File: config.mk
export PLATFORM = sky130hd
export DESIGN_NAME = mem_copy_engine_flat
export DESIGN_NICKNAME = d
export VERILOG_FILES = /design/src/rtl/mem_copy_engine_if.sv /design/src/rtl/mem_copy_engine.sv /design/src/flat_wrapper.sv
export SDC_FILE = /design/constraint.sdc
export NUM_CORES = 1
export LEC_CHECK = 0
export BUFFER_PORTS_ARGS = -buffer_cell sky130_fd_sc_hd__buf_4
export CORE_UTILIZATION = 30
export DETAILED_ROUTE_END_ITERATION = 8
export PLACE_DENSITY = 0.5
export RECOVER_POWER = 100
export REMOVE_ABC_BUFFERS = 1
export SKIP_CTS_REPAIR_TIMING = 1
export SYNTH_ARGS = -nofsm -noshare
export SYNTH_HDL_FRONTEND = slang
export SYNTH_SLANG_ARGS = --single-unit
File: constraint.sdc
create_clock -name clk -period 2.2 [get_ports clk]
set_input_delay 0.11 -clock clk [delete_from_list [all_inputs] [get_ports clk]]
set_output_delay 0.11 -clock clk [all_outputs]
set_load 0.01 [all_outputs]
File: src/rtl/mem_copy_engine_if.sv
// Control and data-memory bus bundle for mem_copy_engine.
// MEM_COPY_CHECKSUM_EN adds the checksum signal.
interface mem_copy_engine_if #(
  parameter int ADDR_WIDTH = 10,
  parameter int DATA_WIDTH = 8,
  parameter int LEN_WIDTH  = ADDR_WIDTH + 1
);
  logic                  start;
  logic [ADDR_WIDTH-1:0] src_addr;
  logic [ADDR_WIDTH-1:0] dst_addr;
  logic [LEN_WIDTH-1:0]  length;
  logic                  busy;
  logic                  done;
  logic [ADDR_WIDTH-1:0] mem_address;
  logic [DATA_WIDTH-1:0] mem_write_data;
  logic                  mem_write_en;
  logic                  mem_read_en;
  logic [DATA_WIDTH-1:0] mem_read_data;
`ifdef MEM_COPY_CHECKSUM_EN
  logic [DATA_WIDTH-1:0] checksum;

  modport master (
    input  start, src_addr, dst_addr, length, mem_read_data,
    output busy, done, mem_address, mem_write_data, mem_write_en, mem_read_en, checksum
  );
  modport slave (
    output start, src_addr, dst_addr, length, mem_read_data,
    input  busy, done, mem_address, mem_write_data, mem_write_en, mem_read_en, checksum
  );
`else
  modport master (
    input  start, src_addr, dst_addr, length, mem_read_data,
    output busy, done, mem_address, mem_write_data, mem_write_en, mem_read_en
  );
  modport slave (
    output start, src_addr, dst_addr, length, mem_read_data,
    input  busy, done, mem_address, mem_write_data, mem_write_en, mem_read_en
  );
`endif
endinterface

File: src/rtl/mem_copy_engine.sv
// Ascending block copy through a single-port byte memory, one byte per three clocks.
// Optional running checksum of written bytes when MEM_COPY_CHECKSUM_EN is defined.
module mem_copy_engine #(
  parameter int ADDR_WIDTH = 10,
  parameter int DATA_WIDTH = 8,
  parameter int LEN_WIDTH  = ADDR_WIDTH + 1
) (
  input logic                clk,
  input logic                rst,
  mem_copy_engine_if.master  bus
);
  localparam logic [2:0] IDLE    = 3'd0;
  localparam logic [2:0] RD_ADDR = 3'd1;
  localparam logic [2:0] RD_CAP  = 3'd2;
  localparam logic [2:0] WR      = 3'd3;
  localparam logic [2:0] DONE    = 3'd4;

  logic [2:0]            state;
  logic [ADDR_WIDTH-1:0] src;
  logic [ADDR_WIDTH-1:0] dst;
  logic [LEN_WIDTH-1:0]  remaining;

  // Outputs are set on the edge that enters each state, so every output is a flop.
  always_ff @(posedge clk) begin
    if (rst) begin
      state              <= IDLE;
      src                <= '0;
      dst                <= '0;
      remaining          <= '0;
      bus.busy           <= 1'b0;
      bus.done           <= 1'b0;
      bus.mem_address    <= '0;
      bus.mem_write_data <= '0;
      bus.mem_write_en   <= 1'b0;
      bus.mem_read_en    <= 1'b0;
`ifdef MEM_COPY_CHECKSUM_EN
      bus.checksum       <= '0;
`endif
    end else begin
      case (state)
        IDLE: begin
          bus.done <= 1'b0;
          if (bus.start) begin
            src       <= bus.src_addr;
            dst       <= bus.dst_addr;
            remaining <= bus.length;
`ifdef MEM_COPY_CHECKSUM_EN
            bus.checksum <= '0;
`endif
            if (bus.length == '0) begin
              state    <= DONE;
              bus.done <= 1'b1;
            end else begin
              state           <= RD_ADDR;
              bus.busy        <= 1'b1;
              bus.mem_read_en <= 1'b1;
              bus.mem_address <= bus.src_addr;
            end
          end
        end
        RD_ADDR: begin
          // Source is latched by the memory on this edge; present dst next.
          state           <= RD_CAP;
          bus.mem_address <= dst;
        end
        RD_CAP: begin
          state              <= WR;
          bus.mem_read_en    <= 1'b0;
          bus.mem_write_en   <= 1'b1;
          bus.mem_write_data <= bus.mem_read_data;
        end
        WR: begin
          bus.mem_write_en <= 1'b0;
          src              <= src + 1'b1;
          dst              <= dst + 1'b1;
          remaining        <= remaining - 1'b1;
`ifdef MEM_COPY_CHECKSUM_EN
          bus.checksum     <= bus.checksum + bus.mem_write_data;
`endif
          if (remaining == LEN_WIDTH'(1)) begin
            state    <= DONE;
            bus.busy <= 1'b0;
            bus.done <= 1'b1;
          end else begin
            state           <= RD_ADDR;
            bus.mem_read_en <= 1'b1;
            bus.mem_address <= src + 1'b1;
          end
        end
        DONE: begin
          state    <= IDLE;
          bus.done <= 1'b0;
        end
        default: begin
          state            <= IDLE;
          bus.busy         <= 1'b0;
          bus.done         <= 1'b0;
          bus.mem_write_en <= 1'b0;
          bus.mem_read_en  <= 1'b0;
        end
      endcase
    end
  end
endmodule

File: src/flat_wrapper.sv
// flat-port wrapper written by rule: the top's interface ports become plain ports
module mem_copy_engine_flat 
#(
  parameter int ADDR_WIDTH = 10,
  parameter int DATA_WIDTH = 8,
  parameter int LEN_WIDTH  = ADDR_WIDTH + 1
)
  (clk, rst, bus_start, bus_src_addr, bus_dst_addr, bus_length, bus_mem_read_data, bus_busy, bus_done, bus_mem_address, bus_mem_write_data, bus_mem_write_en, bus_mem_read_en);
  mem_copy_engine_if #(.ADDR_WIDTH(ADDR_WIDTH), .DATA_WIDTH(DATA_WIDTH), .LEN_WIDTH(LEN_WIDTH)) bus_i ();
  input logic clk;
  input logic rst;
  input wire logic [$bits(bus_i.start)-1:0] bus_start;
  input wire logic [$bits(bus_i.src_addr)-1:0] bus_src_addr;
  input wire logic [$bits(bus_i.dst_addr)-1:0] bus_dst_addr;
  input wire logic [$bits(bus_i.length)-1:0] bus_length;
  input wire logic [$bits(bus_i.mem_read_data)-1:0] bus_mem_read_data;
  output wire logic [$bits(bus_i.busy)-1:0] bus_busy;
  output wire logic [$bits(bus_i.done)-1:0] bus_done;
  output wire logic [$bits(bus_i.mem_address)-1:0] bus_mem_address;
  output wire logic [$bits(bus_i.mem_write_data)-1:0] bus_mem_write_data;
  output wire logic [$bits(bus_i.mem_write_en)-1:0] bus_mem_write_en;
  output wire logic [$bits(bus_i.mem_read_en)-1:0] bus_mem_read_en;
  assign bus_i.start = bus_start;
  assign bus_i.src_addr = bus_src_addr;
  assign bus_i.dst_addr = bus_dst_addr;
  assign bus_i.length = bus_length;
  assign bus_i.mem_read_data = bus_mem_read_data;
  assign bus_busy = bus_i.busy;
  assign bus_done = bus_i.done;
  assign bus_mem_address = bus_i.mem_address;
  assign bus_mem_write_data = bus_i.mem_write_data;
  assign bus_mem_write_en = bus_i.mem_write_en;
  assign bus_mem_read_en = bus_i.mem_read_en;
  mem_copy_engine #(.ADDR_WIDTH(ADDR_WIDTH), .DATA_WIDTH(DATA_WIDTH), .LEN_WIDTH(LEN_WIDTH)) u_core (.clk(clk), .rst(rst), .bus(bus_i));
endmodule
# Word-level counts from Yosys, hierarchy flattened

Cells that the tools add are included.

Bits in read-only memories: 0
Input bits: 42
Memories kept: 0
RAM bits: 0
Output and inout bits: 22
Latch bits: 0
Register bits after elaboration: 56

Divide/modulo/power cells: 0
Bitwise gates (word level): 3
Multiplexer cells: 25
Shift-type cells: 0
$mul: 0
Add/sub/neg operators: 3
$lt $le $gt $ge: 0
Eq/ne operators: 9
Reduce and logical (&&, ||, !) cells: 13

Operators by type and width:

| cell                  | count |
|---|---|
| $mux 10               | 5 |
| $pmux 10 s2           | 2 |
| $pmux 10 s3           | 1 |
| $pmux 11 s2           | 1 |
| $add 10x1->10 const B | 2 |
| $pmux 3 s4            | 1 |
| $reduce_and 4->1      | 3 |
| $eq 11x1->1 const B   | 1 |
| $logic_not 11->1      | 1 |
| $mux 11               | 1 |
| $sub 11x1->11 const B | 1 |
| $mux 3                | 3 |
| $pmux 1 s3            | 3 |
| $mux 1                | 7 |
| $eq 3x2->1 const B    | 2 |
| $ne 2x2->1 const B    | 3 |
| $reduce_or 3->1       | 2 |
| $reduce_and 2->1      | 2 |
| $reduce_or 2->1       | 2 |
| $eq 3x1->1 const B    | 1 |
| $eq 3x3->1 const B    | 1 |
| $logic_not 3->1       | 1 |
| $not 1->1             | 3 |
| $reduce_bool 3->1     | 1 |
| other kinds (3)       | 3 |

# Longest topological paths before layout

Depth in word-level cells: 4
Mapped depth: 7
Gate-level depth less buffers: 6

# Least setup slack after synthesis

No wires, ideal clock.

Path kind: register -> register
From: register u_core.state[0]
To: register u_core.remaining[3]
Setup slack: 560 ps
Clock period less this slack: 1640 ps
Arrival: 1518 ps
Stages on the path, launching flop included: 7
Path buffers: 3
Required time: 2078 ps
Cells stage by stage: dfxtp_1 > buf_2 > or4b_1 > clkbuf_1 > clkbuf_1 > o221ai_1 > a21oi_1

Longest elaborated chain between the ends: 3
Elaborated cells on any way between the ends: 6

Ends and longest elaborated chain:

| item                                                             | RTL line              | text |
|---|---|---|
| start: declaration                                               | mem_copy_engine.sv:18 | `logic [2:0] state;` |
| start signal: assignment                                         | mem_copy_engine.sv:26 | `state <= IDLE;` |
| start signal: assignment                                         | mem_copy_engine.sv:51 | `state <= DONE;` |
| start signal: assignment                                         | mem_copy_engine.sv:54 | `state <= RD_ADDR;` |
| $eq 3x2->1 / $logic_not 3->1 (equally long branches)             | mem_copy_engine.sv:40 | `case (state)` |
| $reduce_bool 2->1 (no line) / $ne 2x2->1 (equally long branches) | n/a                   |  |
| $reduce_and 2->1 (no line)                                       | n/a                   |  |
| end signal: assignment                                           | mem_copy_engine.sv:46 | `remaining <= bus.length;` |
| end signal: assignment                                           | mem_copy_engine.sv:76 | `remaining <= remaining - 1'b1;` |
| end: declaration                                                 | mem_copy_engine.sv:21 | `logic [LEN_WIDTH-1:0] remaining;` |

Parallel ways exist; a longest one is shown, timed or not.
A chain may end at the register's enable or synchronous reset.

# Final worst setup path

From: register u_core.state[2]
To: register u_core.remaining[10]

Same word-level chain as after synthesis.

==> out/metrics.cfg <==
[status]
outcome=finished, final reports clean

[setup_path]
crit_required_ps=2410
r2r-start=u_core.state[2]
crit_type=register to register
crit_path_end=u_core.remaining[10]
rr_endpoint=u_core.remaining[10]
rrSetupSlack_ps=210
setup.worst_path.end_class=register
worstSetupStartpointType=register
crit_path_max_fanout=15
crit_start=u_core.state[2]
arrival_ps=2200
reg2reg_depth=4

[timing]
fin_crit_sh=0.905
timing.setup.tns_ps=0
fin_skew_ps=6.03
setup_violations=0
drv_slew=0
layout_setup_ws_ps=209
relSlewSlack=0.640
worst_pin_slew_ps=541
fmax_mhz=502
hold_viol=0
period_minus_slack_ps=1990
rsz0062_at_grt=no

[die]
core_um2=9910
die_area_um2=10800
initial_core_util=0.314
row_count=36
chipWidth_um=104
ios=64
die_h_um=104

[route]
dr.pass1.iters=5
finalWirelength_um=9780
dr_total_vias=3196
ant_nets=0
avgViaCountPerCell=5.45
post_drt_wl_per_cell_um=16.7
drc=0
drt_iter0_drc=129

[place]
place_ws_ps=278
place.gp.congestion=0.798
port_buffers=63
dp_hpwl_um=6840

[clocking]
ctsHtreeMaxLevel=2
cts_root_buf=clkbuf_8
cts.sinks=56
clk_path_buf_depth=2
cts-buffers-inserted=5
cts_tree=done
clkLatencyLatePin_ps=320
path_clk_slew_ps=110

[synth]
ys_async_sr_fraction=0
synth_edf_count=0
yosysWarnings=0
yosys.area.top_type_share=0.360
synth_flop_cell=dfxtp_1
synth_cell_types=60
syn_area_um2=3110
synthCells=391
synth_area_leaders=dfxtp_1 36%, a21oi_1 6.4%, nand2_1 5.4%
synth_top_area_cell=dfxtp_1
avgSynthCellArea_um2=7.96
synth_seq_cells=56
synth-seq-area-share=0.360

[global_routing]
grt_pass1_wl_um=16200
overflow=0
grt_max_degree=47
antenna_found_initial=0
grt_pass1_vias=3183
grt_usage=0.186

[cells_and_area]
nets=498
nFillCells=1080
area_delta_synth_final_pct=21.2
multi_input_area_um2=1820
final-seq-area_um2=1120
layout-drive-gt1-share=0.170
insertedDiodeCount=0

[pwr]
p_leak_nw=1.34
powerDensity_nw_per_um2=977
ir_drop_mv=0.487

[flow_run]
cap_violations=0

[hold_path]
hp-class=primary input to register

-- metrics by stage --
stage	hold WS (ps)	utilization	power (mW)	cells	area [um^2]
6_report	21.8	0.381	3.69	586	3770
5_1_grt	13.2	0.381	3.96	586	3770
4_1_cts	10.2	0.393	3.84	586	3890
3_5_place_dp	371	0.381	3.11	578	3780
3_3_place_gp	362	0.381	3.09	578	3780
2_1_floorplan	179	-	2.39	363	3000
-- placed cells by master, fill, tap and decap left out, drive strengths merged, types with 2 or more instances in the layout --
master,count
a311oi,10
and4b,2
and4,4
o311ai,2
o211ai,5
or3,7
nor3,17
a21oi,40
o21a,2
and2,3
o22ai,3
and3,2
a211oi,5
nor3b,5
mux2,2
a221oi,2
a31oi,17
mux2i,4
ha,4
nor4,3
o31ai,5
a32oi,3
clkbuf,32
nand3b,2
o21ai,21
buf,55
dfxtp,56
inv,9
nand3,17
xnor2,5
nand2,46
nand2b,5
nand4b,2
o221ai,2
nand4,9
a21bo,2
or4,4
nor2,22
-- registers in the layout, indices dropped and copies added, names as in the netlist --
| name | cells |
|---|---|
| u_core.bus.mem_write_en | 1 |
| u_core.state | 3 |
| u_core.dst | 10 |
| u_core.remaining | 11 |
| u_core.bus.mem_write_data | 8 |
| u_core.bus.busy | 1 |
| u_core.bus.done | 1 |
| u_core.bus.mem_address | 10 |
| u_core.src | 10 |
| u_core.bus.mem_read_en | 1 |
-- how the worst min path moves through the flow --
stage / from / to / cells after the start
after global placement: bus_mem_read_data[4] / u_core.bus.mem_write_data[4] / 3
after detailed placement: bus_mem_read_data[6] / u_core.bus.mem_write_data[6] / 3
after CTS: bus_mem_read_data[6] / u_core.bus.mem_write_data[6] / 3
after floorplan: rst / u_core.bus.mem_address[0] / 1
after global routing: bus_mem_read_data[3] / u_core.bus.mem_write_data[3] / 3
final: bus_mem_read_data[4] / u_core.bus.mem_write_data[4] / 3
-- kinds of logic after synthesis --
logic type,after synthesis,share of synthesized area
mux,6,0.0201
compound gates,128,0.268
simple gates,155,0.273
flops,56,0.360
xor+xnor,5,0.0141
fa+ha+maj,4,0.0161
buf+inv,37,0.0482
-- final cells by class --
class / count / area share
Clock buffer: 5 / 0.0182
Sequential cell: 56 / 0.297
Timing Repair Buffer: 82 / 0.137
Inverter: 9 / 0.00895
Clock inverter: 3 / 0.0123
Multi-Input combinational cell: 298 / 0.482
Tap cell: 133 / 0.0441
-- cells in the mapped netlist, types with 5 or more instances --
| cell | count |
|---|---|
| nand3_1 | 16 |
| a311oi_1 | 10 |
| xnor2_1 | 5 |
| o21ai_0 | 21 |
| buf_2 | 9 |
| clkbuf_1 | 17 |
| nor3b_1 | 5 |
| nor2_1 | 22 |
| or3_1 | 7 |
| nor3_1 | 17 |
| o211ai_1 | 5 |
| a21oi_1 | 40 |
| inv_1 | 8 |
| nand2b_1 | 5 |
| a211oi_1 | 5 |
| a31oi_1 | 17 |
| nand2_1 | 45 |
| nand4_1 | 9 |
| dfxtp_1 | 56 |
-- power by group --
group / total (mW) / internal [mW] / leakage, nW / switching [mW]
Clock: 0.719 / 0.344 / 0.0548 / 0.375
Sequential: 1.48 / 1.24 / 0.460 / 0.247
Combinational: 1.48 / 0.594 / 0.820 / 0.888
Total: 3.69 / 2.18 / 1.34 / 1.51
-- critical path: stages (launching register included) --
cell and delay [ps]:
dfxtp_1 470, or4b_1 770, clkbuf_2 280, o21ai_0 290
a21oi_1 70
-- metal layers --
metal,wire length (um),track usage,vias up
li1,-,-,1592
met1,4570,0.250,1499
met2,4590,0.310,95
met3,508,0.0338,10
met4,108,0.0378,0
met5,0,0,-
Note: power is estimated with default switching activity, not from simulation.
